### src/rtl/mac_accumulator.sv
// mac_accumulator: frame accumulator for signed, saturated multiplier products.
//   Beats are summed into a signed ACC_W accumulator that saturates
//   symmetrically. A frame closes on in_last or on the LEN-th beat. The
//   frame sum is then saturated to DATA_W and held on out_data until the
//   consumer takes it.
// Ports:
//   clk, rst_n            clock; asynchronous active-low reset
//   clr                   synchronous frame abort (drops any beat this cycle)
//   in_valid/in_ready     input handshake; in_data is the sample, in_last closes the frame
//   out_valid/out_ready   result handshake; out_data is the saturated sum
//   out_ovf               saturation occurred somewhere in the held frame
//   busy                  a frame is open (ACCUM or OUTPUT)
module mac_accumulator #(
  parameter int DATA_W = 16,
  parameter int ACC_W  = 24,
  parameter int LEN    = 16
) (
  input  logic              clk,
  input  logic              rst_n,
  input  logic              clr,
  input  logic              in_valid,
  output logic              in_ready,
  input  logic [DATA_W-1:0] in_data,
  input  logic              in_last,
  output logic              out_valid,
  input  logic              out_ready,
  output logic [DATA_W-1:0] out_data,
  output logic              out_ovf,
  output logic              busy
);

  localparam int CNT_W = $clog2(LEN + 1);
  localparam logic [CNT_W-1:0] LEN_C = CNT_W'(LEN);

  // Symmetric clamp values: the most negative code is never produced.
  localparam logic signed [ACC_W-1:0] ACC_POS = {1'b0, {(ACC_W-1){1'b1}}};
  localparam logic signed [ACC_W-1:0] ACC_NEG = {1'b1, {(ACC_W-2){1'b0}}, 1'b1};
  localparam logic signed [ACC_W-1:0] D_POS   = {{(ACC_W-DATA_W+1){1'b0}}, {(DATA_W-1){1'b1}}};
  localparam logic signed [ACC_W-1:0] D_NEG   = {{(ACC_W-DATA_W+1){1'b1}}, {(DATA_W-2){1'b0}}, 1'b1};

  typedef enum logic [1:0] {
    IDLE,
    ACCUM,
    OUTPUT
  } state_t;

  state_t state, state_next;

  logic signed [ACC_W-1:0] acc, acc_new;
  logic signed [ACC_W:0]   sum;
  logic [CNT_W-1:0]        cnt, cnt_new;
  logic                    ovf, ovf_new;
  logic                    acc_clamp;
  logic                    sat_clamp;
  logic [DATA_W-1:0]       sat_data;
  logic                    accept;
  logic                    close;

  // Datapath: next accumulator, count, sticky overflow and saturated result.
  always_comb begin
    sum       = '0;
    acc_new   = '0;
    acc_clamp = 1'b0;
    cnt_new   = '0;
    ovf_new   = 1'b0;
    sat_clamp = 1'b0;
    sat_data  = '0;

    // One guard bit; in IDLE the previous accumulator is ignored so the
    // beat loads rather than adds.
    sum = {{(ACC_W+1-DATA_W){in_data[DATA_W-1]}}, in_data};
    if (state == ACCUM) begin
      sum = sum + {acc[ACC_W-1], acc};
    end

    // Overflow when the guard bit disagrees with the ACC_W sign bit.
    acc_clamp = sum[ACC_W] != sum[ACC_W-1];
    if (acc_clamp) begin
      acc_new = sum[ACC_W] ? ACC_NEG : ACC_POS;
    end else begin
      acc_new = sum[ACC_W-1:0];
    end

    cnt_new = (state == ACCUM) ? cnt + 1'b1 : CNT_W'(1);
    ovf_new = ((state == ACCUM) && ovf) || acc_clamp;

    if (acc_new > D_POS) begin
      sat_clamp = 1'b1;
      sat_data  = {1'b0, {(DATA_W-1){1'b1}}};
    end else if (acc_new < D_NEG) begin
      sat_clamp = 1'b1;
      sat_data  = {1'b1, {(DATA_W-2){1'b0}}, 1'b1};
    end else begin
      sat_data  = acc_new[DATA_W-1:0];
    end
  end

  // FSM state register.
  always_ff @(posedge clk or negedge rst_n) begin
    if (!rst_n) begin
      state <= IDLE;
    end else begin
      state <= state_next;
    end
  end

  // FSM next state and handshake outputs.
  always_comb begin
    state_next = state;
    in_ready   = (state != OUTPUT);
    out_valid  = (state == OUTPUT);
    busy       = (state != IDLE);
    accept     = in_valid && (state != OUTPUT) && !clr;
    close      = accept && (in_last || (cnt_new == LEN_C));

    if (clr) begin
      state_next = IDLE;
    end else begin
      case (state)
        IDLE:    if (accept) state_next = close ? OUTPUT : ACCUM;
        ACCUM:   if (close)  state_next = OUTPUT;
        OUTPUT:  if (out_ready) state_next = IDLE;
        default: state_next = IDLE;
      endcase
    end
  end

  // Accumulator, counter, sticky flag and result registers.
  always_ff @(posedge clk or negedge rst_n) begin
    if (!rst_n) begin
      acc      <= '0;
      cnt      <= '0;
      ovf      <= 1'b0;
      out_data <= '0;
      out_ovf  <= 1'b0;
    end else if (clr) begin
      acc      <= '0;
      cnt      <= '0;
      ovf      <= 1'b0;
      out_data <= '0;
      out_ovf  <= 1'b0;
    end else if (out_valid && out_ready) begin
      acc <= '0;
      cnt <= '0;
      ovf <= 1'b0;
    end else if (accept) begin
      acc <= acc_new;
      cnt <= cnt_new;
      ovf <= ovf_new || (close && sat_clamp);
      if (close) begin
        out_data <= sat_data;
        out_ovf  <= ovf_new || sat_clamp;
      end
    end
  end

endmodule

### config.mk
export PLATFORM = sky130hd
export DESIGN_NAME = mac_accumulator
export DESIGN_NICKNAME = d
export VERILOG_FILES = /design/src/rtl/mac_accumulator.sv
export SDC_FILE = /design/constraint.sdc
export NUM_CORES = 1
export LEC_CHECK = 0
export ABC_CLOCK_PERIOD_IN_PS = 4650
export CAP_MARGIN = 0
export CORE_MARGIN = 8
export CORE_UTILIZATION = 59
export DETAILED_ROUTE_END_ITERATION = 8
export DONT_BUFFER_PORTS = 1
export PLACE_DENSITY = 0.78
export RECOVER_POWER = 100
export REMOVE_ABC_BUFFERS = 1
export SLEW_MARGIN = 15
export SYNTH_ARGS = -nofsm -noshare
export SYNTH_HDL_FRONTEND = slang
export SYNTH_SLANG_ARGS = --single-unit
export TNS_END_PERCENT = 30
### constraint.sdc
create_clock -name clk -period 4.65 [get_ports clk]
set_input_delay 0.2325 -clock clk [delete_from_list [all_inputs] [get_ports clk]]
set_output_delay 0.2325 -clock clk [all_outputs]
set_load 0.05 [all_outputs]
== Yosys cells after proc, flatten, opt, wreduce, memory -nomap -nowiden ==
Cells that the tools add are included.
Operators by class
  equal/unequal tests: 9
  mux-type cells: 31
  bitwise logic cells: 0
  multipliers: 0
  add/subtract/negate cells: 2
  div/mod/pow operators: 0
  reduce and logical (&&, ||, !) cells: 18
  order comparisons: 2
  shifts and indexed selects: 0
Operator list (number)
  $mux W24: 5
  $mux W16: 6
  $add A16 B24 Y25: 1
  $mux W25: 1
  $gt A24 B16 Y1 const B: 1
  $lt A24 B16 Y1 const B: 1
  $mux W5: 4
  $mux W2: 5
  $mux W1: 9
  $logic_and A1 B1 Y1: 6
  $ne A3 B3 Y1 const B: 2
  $pmux W2 S3: 1
  $reduce_and A3 Y1: 2
  $reduce_bool A2 Y1: 3
  $add A5 B1 Y5 const B: 1
  $eq A5 B5 Y1 const B: 1
  $logic_or A1 B1 Y1: 4
  $ne A2 B2 Y1 const B: 2
  $ne A3 B2 Y1 const B: 1
  $reduce_bool A3 Y1: 1
  $eq A2 B1 Y1 const B: 1
  $eq A2 B2 Y1 const B: 1
  $logic_not A2 Y1: 1
  $logic_not A1 Y1: 1
  $ne A1 B1 Y1: 1
Storage, ports and cells
  bits in read-only memories: 0
  memories: 0
  register bits after elaboration: 49
  latch bits: 0
  input port bits: 22
  RAM bits: 0

== Logic depth before layout (Yosys ltp) ==
Gate-level depths: netlist of run 1.
  word-level depth: 12
  gate-level depth with buffers: 23
  depth with buffers taken out: 21

== Worst setup path before layout of run 1 ==
No wires, ideal clock.
  path kind: reg2reg
  from: register acc[1]
  to: register out_data[10]
  clock period less this slack: 4.561 ns
  setup slack: 0.089 ns
  path buffers: 1
  library setup time: 0.101 ns
  cell stages (with the launch flop): 22
  data arrival time: 4.460 ns
  path through: dfrtp_1 > ha_1 > a211oi_1 > o211ai_2 > nand3_1 > and2_0 > o21ai_0 > a21o_1 > a21oi_1 > xnor2_1 > nand2_1 > nand2_1 > ha_1 > clkbuf_1 > inv_1 > o21ai_0 > a2111o_1 > a2111oi_2 > nand4bb_1 > a22oi_4 > nand2_2 > o311ai_2
Between the ends
  longest elaborated chain between the ends: 11
  elaborated cells on any way between the ends: 13
  those cells by class: add/sub: 1; order compare: 2; eq/ne: 1; mux: 9
Ends and longest elaborated chain
  start, declared: line 49  | logic signed [ACC_W-1:0] acc, acc_new;
  start signal, assigned: line 147  | acc <= acc_new;
  $add A16 B24 Y25 (*): line 73  | sum = sum + {acc[ACC_W-1], acc};
  $mux W25 (*): line 72  | if (state == ACCUM) begin
  $ne A1 B1 Y1 / $mux W24 (equally long branches): line 77, 79
  $mux W24 (*): line 78  | if (acc_clamp) begin
  $lt A24 B16 Y1: line 90  | end else if (acc_new < D_NEG) begin
  $mux W16: line 90
  $mux W16 (*): line 87  | if (acc_new > D_POS) begin
  $mux W16 (*): line 150  | if (close) begin
  $mux W16 (*): line 146  | end else if (accept) begin
  $mux W16 (*): line 142  | end else if (out_valid && out_ready) begin
  $mux W16 (*): line 136  | end else if (clr) begin
  end signal, assigned: line 151  | out_data <= sat_data;
  end, declared: line 27  | output logic [DATA_W-1:0] out_data,
Mark *: on every way between the ends. The rest lies on a longest branch, timed or not. The select of a mux whose other input is x is not followed.
A chain may end at the register's enable or synchronous reset.

== Final worst setup path of run 1 ==
  from: register acc[0]
  to: register out_data[7]
The elaborated chain is that of the path after synthesis.

==> results.sh, run 1 <==
export IMPL_overflow=0
export IMPL_power_density_mw_per_mm2=353.9
export IMPL_drt_iter0_markers=298
export IMPL_syn_inst=494
export IMPL_fin_crit_sh_pct=98.08
export IMPL_violations="max-capacitance violations, max-slew violations"
export IMPL_routed_via_density=6.770
export IMPL_p_leak_nw=2.143
export IMPL_worstMarginPinSlew_ns=2.789
export IMPL_grt_max_degree=50
export IMPL_rr_worst_depth=18
export IMPL_die_w_um=98.92
export IMPL_ys_async_sr_fraction_pct=100.0
export IMPL_layout_commonest_cell="nand2_1"
export IMPL_dieArea_mm2=0.009784
export IMPL_port_buffers=0
export IMPL_crit_path_end_kind="flop"
export IMPL_antenna_found_initial=0
export IMPL_die_y_um=98.92
export IMPL_ant_nets=0
export IMPL_synth_top_area_share_pct=30.23
export IMPL_clock_sinks=49
export IMPL_post_route_drc_count=0
export IMPL_num_antenna_cells=0
export IMPL_design_area_mm2=0.004626
export IMPL_ir_drop_mv=0.2283
export IMPL_multi_input_area_mm2=0.002763
export IMPL_reg2reg_to="out_data[7]$_DFFE_PN0P_"
export IMPL_routedWlPerCell_um=20.46
export IMPL_core_region_area_mm2=0.006719
export IMPL_avgSynthCellArea_um2=8.211
export IMPL_ff_latch_area_mm2=0.001226
export IMPL_dp_cells=583
export IMPL_grt_usage_pct=25.17
export IMPL_yosysWarningCount=0
export IMPL_ys_ff_latch=49
export IMPL_skew_ns=0.005353
export IMPL_path_clk_slew_ns=0.11
export IMPL_cts_tree="built"
export IMPL_crit_required_ns=4.88
export IMPL_vias=4116
export IMPL_nets=577
export IMPL_maxSlewViolCount=85
export IMPL_max_slew_margin_pct=-85.96
export IMPL_rrSetupSlack_ns=0.09
export IMPL_syn_area_mm2=0.004056
export IMPL_synthFlopType="dfrtp_1"
export IMPL_grt_pass1_vias=4003
export IMPL_synthTopCellsByArea="dfrtp_1 30%, ha_1 8.3%, nand2_1 6.0%"
export IMPL_yosys_area_top_type="dfrtp_1"
export IMPL_hold_path_startpoint="clr"
export IMPL_synth_edff_count=0
export IMPL_setup_viol=0
export IMPL_timing_fmax_mhz=219.3
export IMPL_cts_made_buffers=5
export IMPL_dp_hpwl_um=8999
export IMPL_hp_class="primary input to flop"
export IMPL_hold_depth=3
export IMPL_clockRootBuffer="clkbuf_8"
export IMPL_max_cap_viol_count=2
export IMPL_status="finished with violations"
export IMPL_crit_fanout=8
export IMPL_initial_core_util_pct=60.37
export IMPL_whs_ns=0.1094
export IMPL_layout_filler_cells=548
export IMPL_final_cell_count_no_fill=608
export IMPL_grt_pass1_wl_um=19970
export IMPL_synth_seq_area_share_pct=30.23
export IMPL_clockBufferDepth=2
export IMPL_rows=30
export IMPL_area_growth_pct=14.03
export IMPL_htreeDepth=2
export IMPL_final_cell_mix="63 x nand2_1, 49 x dfrtp_1, 45 x buf_4"
export IMPL_gp_congestion=0.9287
export IMPL_arrival_ns=4.79
export IMPL_postPlaceCellArea_mm2=0.004318
export IMPL_drive_gt1_share_pct=17.05
export IMPL_ys_types=71
export IMPL_min_to="cnt[1]$_DFFE_PN0P_"
export IMPL_fin_crit_ns=4.561
export IMPL_ioPinCount=42
export IMPL_crit_type="flop to flop"
export IMPL_r2r_start="acc[0]$_DFFE_PN0P_"
export IMPL_drt_pass1_iterations=5
export IMPL_cp_start_kind="flop"
export IMPL_drt_wl_total_um=12440
export IMPL_clk_latency_ns=0.32
export IMPL_final_hold_violation_count=0
report_power, final:
part	internal [mW]	leakage (nW)	total [mW]	switching, mW
clock network	0.113	0.0506	0.284	0.171
logic	0.321	1.44	0.774	0.454
registers	0.474	0.656	0.579	0.105
total	0.908	2.14	1.64	0.729
worst max-delay path by stage:
| stage | endpoint | slack (ns) | from |
|---|---|---|---|
| floorplan | out_data[10]$_DFFE_PN0P_ | -0.02 | acc[1]$_DFFE_PN0P_ |
| global placement | out_data[11]$_DFFE_PN0P_ | 0.02 | acc[0]$_DFFE_PN0P_ |
| detailed placement | out_data[11]$_DFFE_PN0P_ | -0.07 | acc[11]$_DFFE_PN0P_ |
| CTS | out_data[10]$_DFFE_PN0P_ | 0.009 | acc[0]$_DFFE_PN0P_ |
| global route | out_data[11]$_DFFE_PN0P_ | -0.05 | acc[0]$_DFFE_PN0P_ |
| finish | out_data[7]$_DFFE_PN0P_ | 0.09 | acc[0]$_DFFE_PN0P_ |
repair_timing:
| item | in CTS | in global routing |
|---|---|---|
| pin swaps | 3 | 15 |
| setup endpoints to repair | 10 | 17 |
| hold buffers | 3 | 1 |
| endpoints found under the hold margin | 50 | 2 |
| gates resized for setup | 3 | 21 |
| buffers inserted | 1 | 12 |
synth_stat cells, types with 7 or more instances:
cell type  instances
nand2_1           65
dfrtp_1           49
a21oi_1           43
o21ai_0           43
nor2_1            32
ha_1              27
clkbuf_1          16
a21o_1            14
nor3_1            14
inv_1             13
nand3_1           13
a31oi_1           12
a22o_1            11
a211oi_1           9
and3_1             7
nand2b_1           7
kinds of logic after synthesis:
family	Yosys count	share of synthesized area [%]
adders and majority gates	28	8.822
xor gates and xnor gates	12	2.591
AOI/OAI and AO/OA	186	32.33
DFF	49	30.23
buffers and inverters	39	3.825
and+or+nand+nor	176	21.19
muxes	4	1.018
metal layers:
metal,global-route usage (%),routed length (µm),vias up
met5,0,0,-
met4,7.320,226,0
li1,-,-,1914
met2,43.30,6080,208
met3,4.863,999,26
met1,30.99,5132,1968
flip-flops by register name, summed over array words and instances (netlist names):
name,count
cnt,5
state,2
ovf,1
out_data,16
acc,24
out_ovf,1
critical path, cell delays in order, from the launching register on:
cell and delay (ns):
dfrtp_1 0.39, ha_2 0.20, inv_1 0.05, fa_1 0.37, and2b_2 0.28, o2111ai_4 0.17, a2111oi_4 0.43, a31o_2 0.20
a21o_1 0.18, a21oi_2 0.11, ha_4 0.29, nor2_2 0.13, nand3_1 0.08, a211o_1 0.29, a2111oi_4 0.34, nand4bb_1 0.20
a22oi_4 0.37, nand2_2 0.12, o311ai_2 0.28
layout make-up:
cell class / count / share of cell area [%]
Multi-Input combinational cell: 406 / 59.72
Sequential cell: 49 / 26.51
Timing Repair Buffer: 52 / 8.439
Tap cell: 80 / 2.164
Clock buffer: 5 / 1.488
Inverter: 13 / 1.055
Clock inverter: 3 / 0.6221
metrics by stage:
step | setup slack (ns) | power (mW) | util [%] | setup TNS, ns
3_5_place_dp | -0.06771 | 1.265 | 64.26 | -0.07393
4_1_cts | 0.008627 | 1.565 | 66.59 | 0
3_3_place_gp | 0.01751 | 1.249 | 64.26 | 0
5_1_grt | -0.04532 | 1.722 | 68.85 | -0.2240
6_report | 0.08944 | 1.637 | 68.85 | 0
2_1_floorplan | -0.02244 | 1.041 | - | -0.04488
No activity file was read; power rests on OpenSTA's default activity.
==> inputs of run 2 (changes only) <==
--- a/config.mk
+++ b/config.mk
@@ -8,10 +8,10 @@
 export ABC_CLOCK_PERIOD_IN_PS = 4650
 export CAP_MARGIN = 0
 export CORE_MARGIN = 8
-export CORE_UTILIZATION = 59
+export CORE_UTILIZATION = 51
 export DETAILED_ROUTE_END_ITERATION = 8
 export DONT_BUFFER_PORTS = 1
-export PLACE_DENSITY = 0.78
+export PLACE_DENSITY = 0.69
 export RECOVER_POWER = 100
 export REMOVE_ABC_BUFFERS = 1
 export SLEW_MARGIN = 15
==> run 2 against run 1 <==
Compared with the run above:
- flip-flop and latch count unchanged
- core utilization down 9.8 points
- combinational power down 3.5%
- non-clock buffer count down 8
- die area up 13%
- cell count up 2.3%
- setup slack better by 0.057 ns
- the flow still finishes with violations (max-capacitance violations, max-slew violations)
- critical endpoint unchanged
- first-iteration DRC count down 18%
- clock-buffer cell count unchanged
- fmax up 1.3%
- clock power up 2%
==> results.sh, run 2 (synthesized netlist as in run 1, its figures left out) <==
export IMPL_maxSlewViolCount=85
export IMPL_nets=569
export IMPL_final_cell_mix="65 x nand2_1, 49 x dfrtp_1, 41 x o21ai_0"
export IMPL_cp_start_kind="flop"
export IMPL_drt_iter0_markers=245
export IMPL_grt_pass1_wl_um=20670
export IMPL_top_register="acc"
export IMPL_design_area_mm2=0.004562
export IMPL_crit_fanout=8
export IMPL_top_regs="acc x24, out_data x16, cnt x5"
export IMPL_routedWlPerCell_um=20.39
export IMPL_num_antenna_cells=0
export IMPL_fin_crit_sh_pct=96.86
export IMPL_final_hold_violation_count=0
export IMPL_drt_pass1_iterations=5
export IMPL_port_buffers=0
export IMPL_fin_crit_ns=4.504
export IMPL_p_leak_nw=2.097
export IMPL_place_ws_ns=-0.06627
export IMPL_clk_latency_ns=0.32
export IMPL_routed_via_density=6.569
export IMPL_hp_class="primary input to flop"
export IMPL_post_route_drc_count=0
export IMPL_initial_core_util_pct=52.49
export IMPL_setup_viol=0
export IMPL_gp_congestion=0.9210
export IMPL_crit_type="flop to flop"
export IMPL_violations="max-capacitance violations, max-slew violations"
export IMPL_core_region_area_mm2=0.007727
export IMPL_ioPinCount=42
export IMPL_dieArea_mm2=0.01106
export IMPL_power_density_mw_per_mm2=354.3
export IMPL_timing_fmax_mhz=222.0
export IMPL_die_w_um=105.2
export IMPL_tns_ns=0
export IMPL_layout_commonest_cell="nand2_1"
export IMPL_rows=32
export IMPL_grt_usage_pct=22.59
export IMPL_setup_ws_ns=0.1462
export IMPL_path_clk_slew_ns=0.11
export IMPL_dp_hpwl_um=9225
export IMPL_cts_made_buffers=5
export IMPL_max_slew_margin_pct=-92.60
export IMPL_area_growth_pct=12.46
export IMPL_postPlaceCellArea_mm2=0.004330
export IMPL_htreeDepth=2
export IMPL_cts_tree="built"
export IMPL_grt_pass1_vias=4032
export IMPL_status="finished with violations"
export IMPL_clock_sinks=49
export IMPL_multi_input_area_mm2=0.002745
export IMPL_utilization_pct=59.04
export IMPL_largest_reg_flops=24
export IMPL_crit_required_ns=4.87
export IMPL_antenna_found_initial=0
export IMPL_drive_gt1_share_pct=15.19
export IMPL_overflow=0
export IMPL_drt_wl_total_um=12690
export IMPL_skew_ns=0.01082
export IMPL_ir_drop_mv=0.1937
export IMPL_clockBufferDepth=2
export IMPL_grt_max_degree=50
export IMPL_layout_filler_cells=713
export IMPL_max_cap_viol_count=2
export IMPL_ff_latch_area_mm2=0.001226
export IMPL_die_y_um=105.2
export IMPL_vias=4086
export IMPL_worstMarginPinSlew_ns=2.889
export IMPL_clockRootBuffer="clkbuf_8"
export IMPL_arrival_ns=4.73
export IMPL_crit_path_end_kind="flop"
export IMPL_ant_nets=0
[run 2: cell count changes in the layout (fill, tap and decap cells not counted), moves of 2 or more]
| cell | change |
|---|---|
| o21ai_0 | +3 |
| and2_1 | -2 |
| and2_0 | +2 |
| buf_4 | -10 |
| nand2_1 | +2 |
| clkbuf_1 | +2 |
| o21ai_1 | -3 |
| nand2_2 | -2 |
[run 2: final cells by class]
cell class / count / area share (%)
well taps: 102 / 2.798
clock buffers: 5 / 1.509
flip-flops and latches: 49 / 26.88
repair buffers: 44 / 7.021
inverters: 13 / 1.070
multi-input cells: 406 / 60.18
clock inverters: 3 / 0.5485
[run 2: worst paths after layout]
path / from / to / slack, ns / depth (start not counted)
hold / removal: clr / cnt[1]$_DFFE_PN0P_ / 0.1 / 3
setup reg to reg: acc[0]$_DFFE_PN0P_ / out_data[7]$_DFFE_PN0P_ / 0.15 / 18
setup / recovery: acc[0]$_DFFE_PN0P_ / out_data[7]$_DFFE_PN0P_ / 0.15 / 18
max in group asynchronous: rst_n / acc[4]$_DFFE_PN0P_ / 1.62 / 2
min in group asynchronous: rst_n / acc[16]$_DFFE_PN0P_ / 1.40 / 2
hold reg to reg: acc[22]$_DFFE_PN0P_ / acc[22]$_DFFE_PN0P_ / 0.49 / 2
[run 2: worst max-delay path: stages, from the launching register on]
cell       delay (ns)
dfrtp_1          0.38
ha_2             0.19
inv_1            0.06
fa_2             0.34
and2b_2          0.26
o2111ai_4        0.18
a2111oi_4        0.41
a31o_2           0.18
a21o_1           0.17
a21oi_2          0.10
ha_4             0.28
nor2_2           0.12
nand3_1          0.09
a211o_1          0.29
a2111oi_4        0.34
nand4bb_1        0.21
a22oi_4          0.36
nand2_2          0.13
o311ai_2         0.30
[run 2: per-layer routing]
| layer | vias up | wire length [µm] | global-route usage (%) |
|---|---|---|---|
| li1 | 1894 | - | - |
| met1 | 1999 | 5192 | 27.37 |
| met2 | 167 | 6237 | 38.04 |
| met3 | 26 | 958 | 5.283 |
| met4 | 0 | 297 | 8.257 |
| met5 | - | 0 | 0 |
[run 2: metrics by stage]
stage	hold WS [ns]	cells	total power [mW]
6_report	0.09638	622	1.616
3_3_place_gp	-0.06161	603	1.255
2_1_floorplan	-0.06309	468	1.041
5_1_grt	0.1127	622	1.706
3_5_place_dp	-0.06151	603	1.265
4_1_cts	0.09861	615	1.570
[run 2: timing repair]
item                       in CTS  in global routing
pin swaps                       2                 17
resized for setup               2                 16
buffers inserted                1                  7
setup endpoints to repair      10                 17
hold endpoints to repair       52                  0
hold buffers                    3                  0
[run 2: power breakdown]
group	leakage [nW]	internal (mW)	switching (mW)
combinational	1.40	0.301	0.446
clock	0.0452	0.110	0.180
sequential	0.656	0.474	0.105
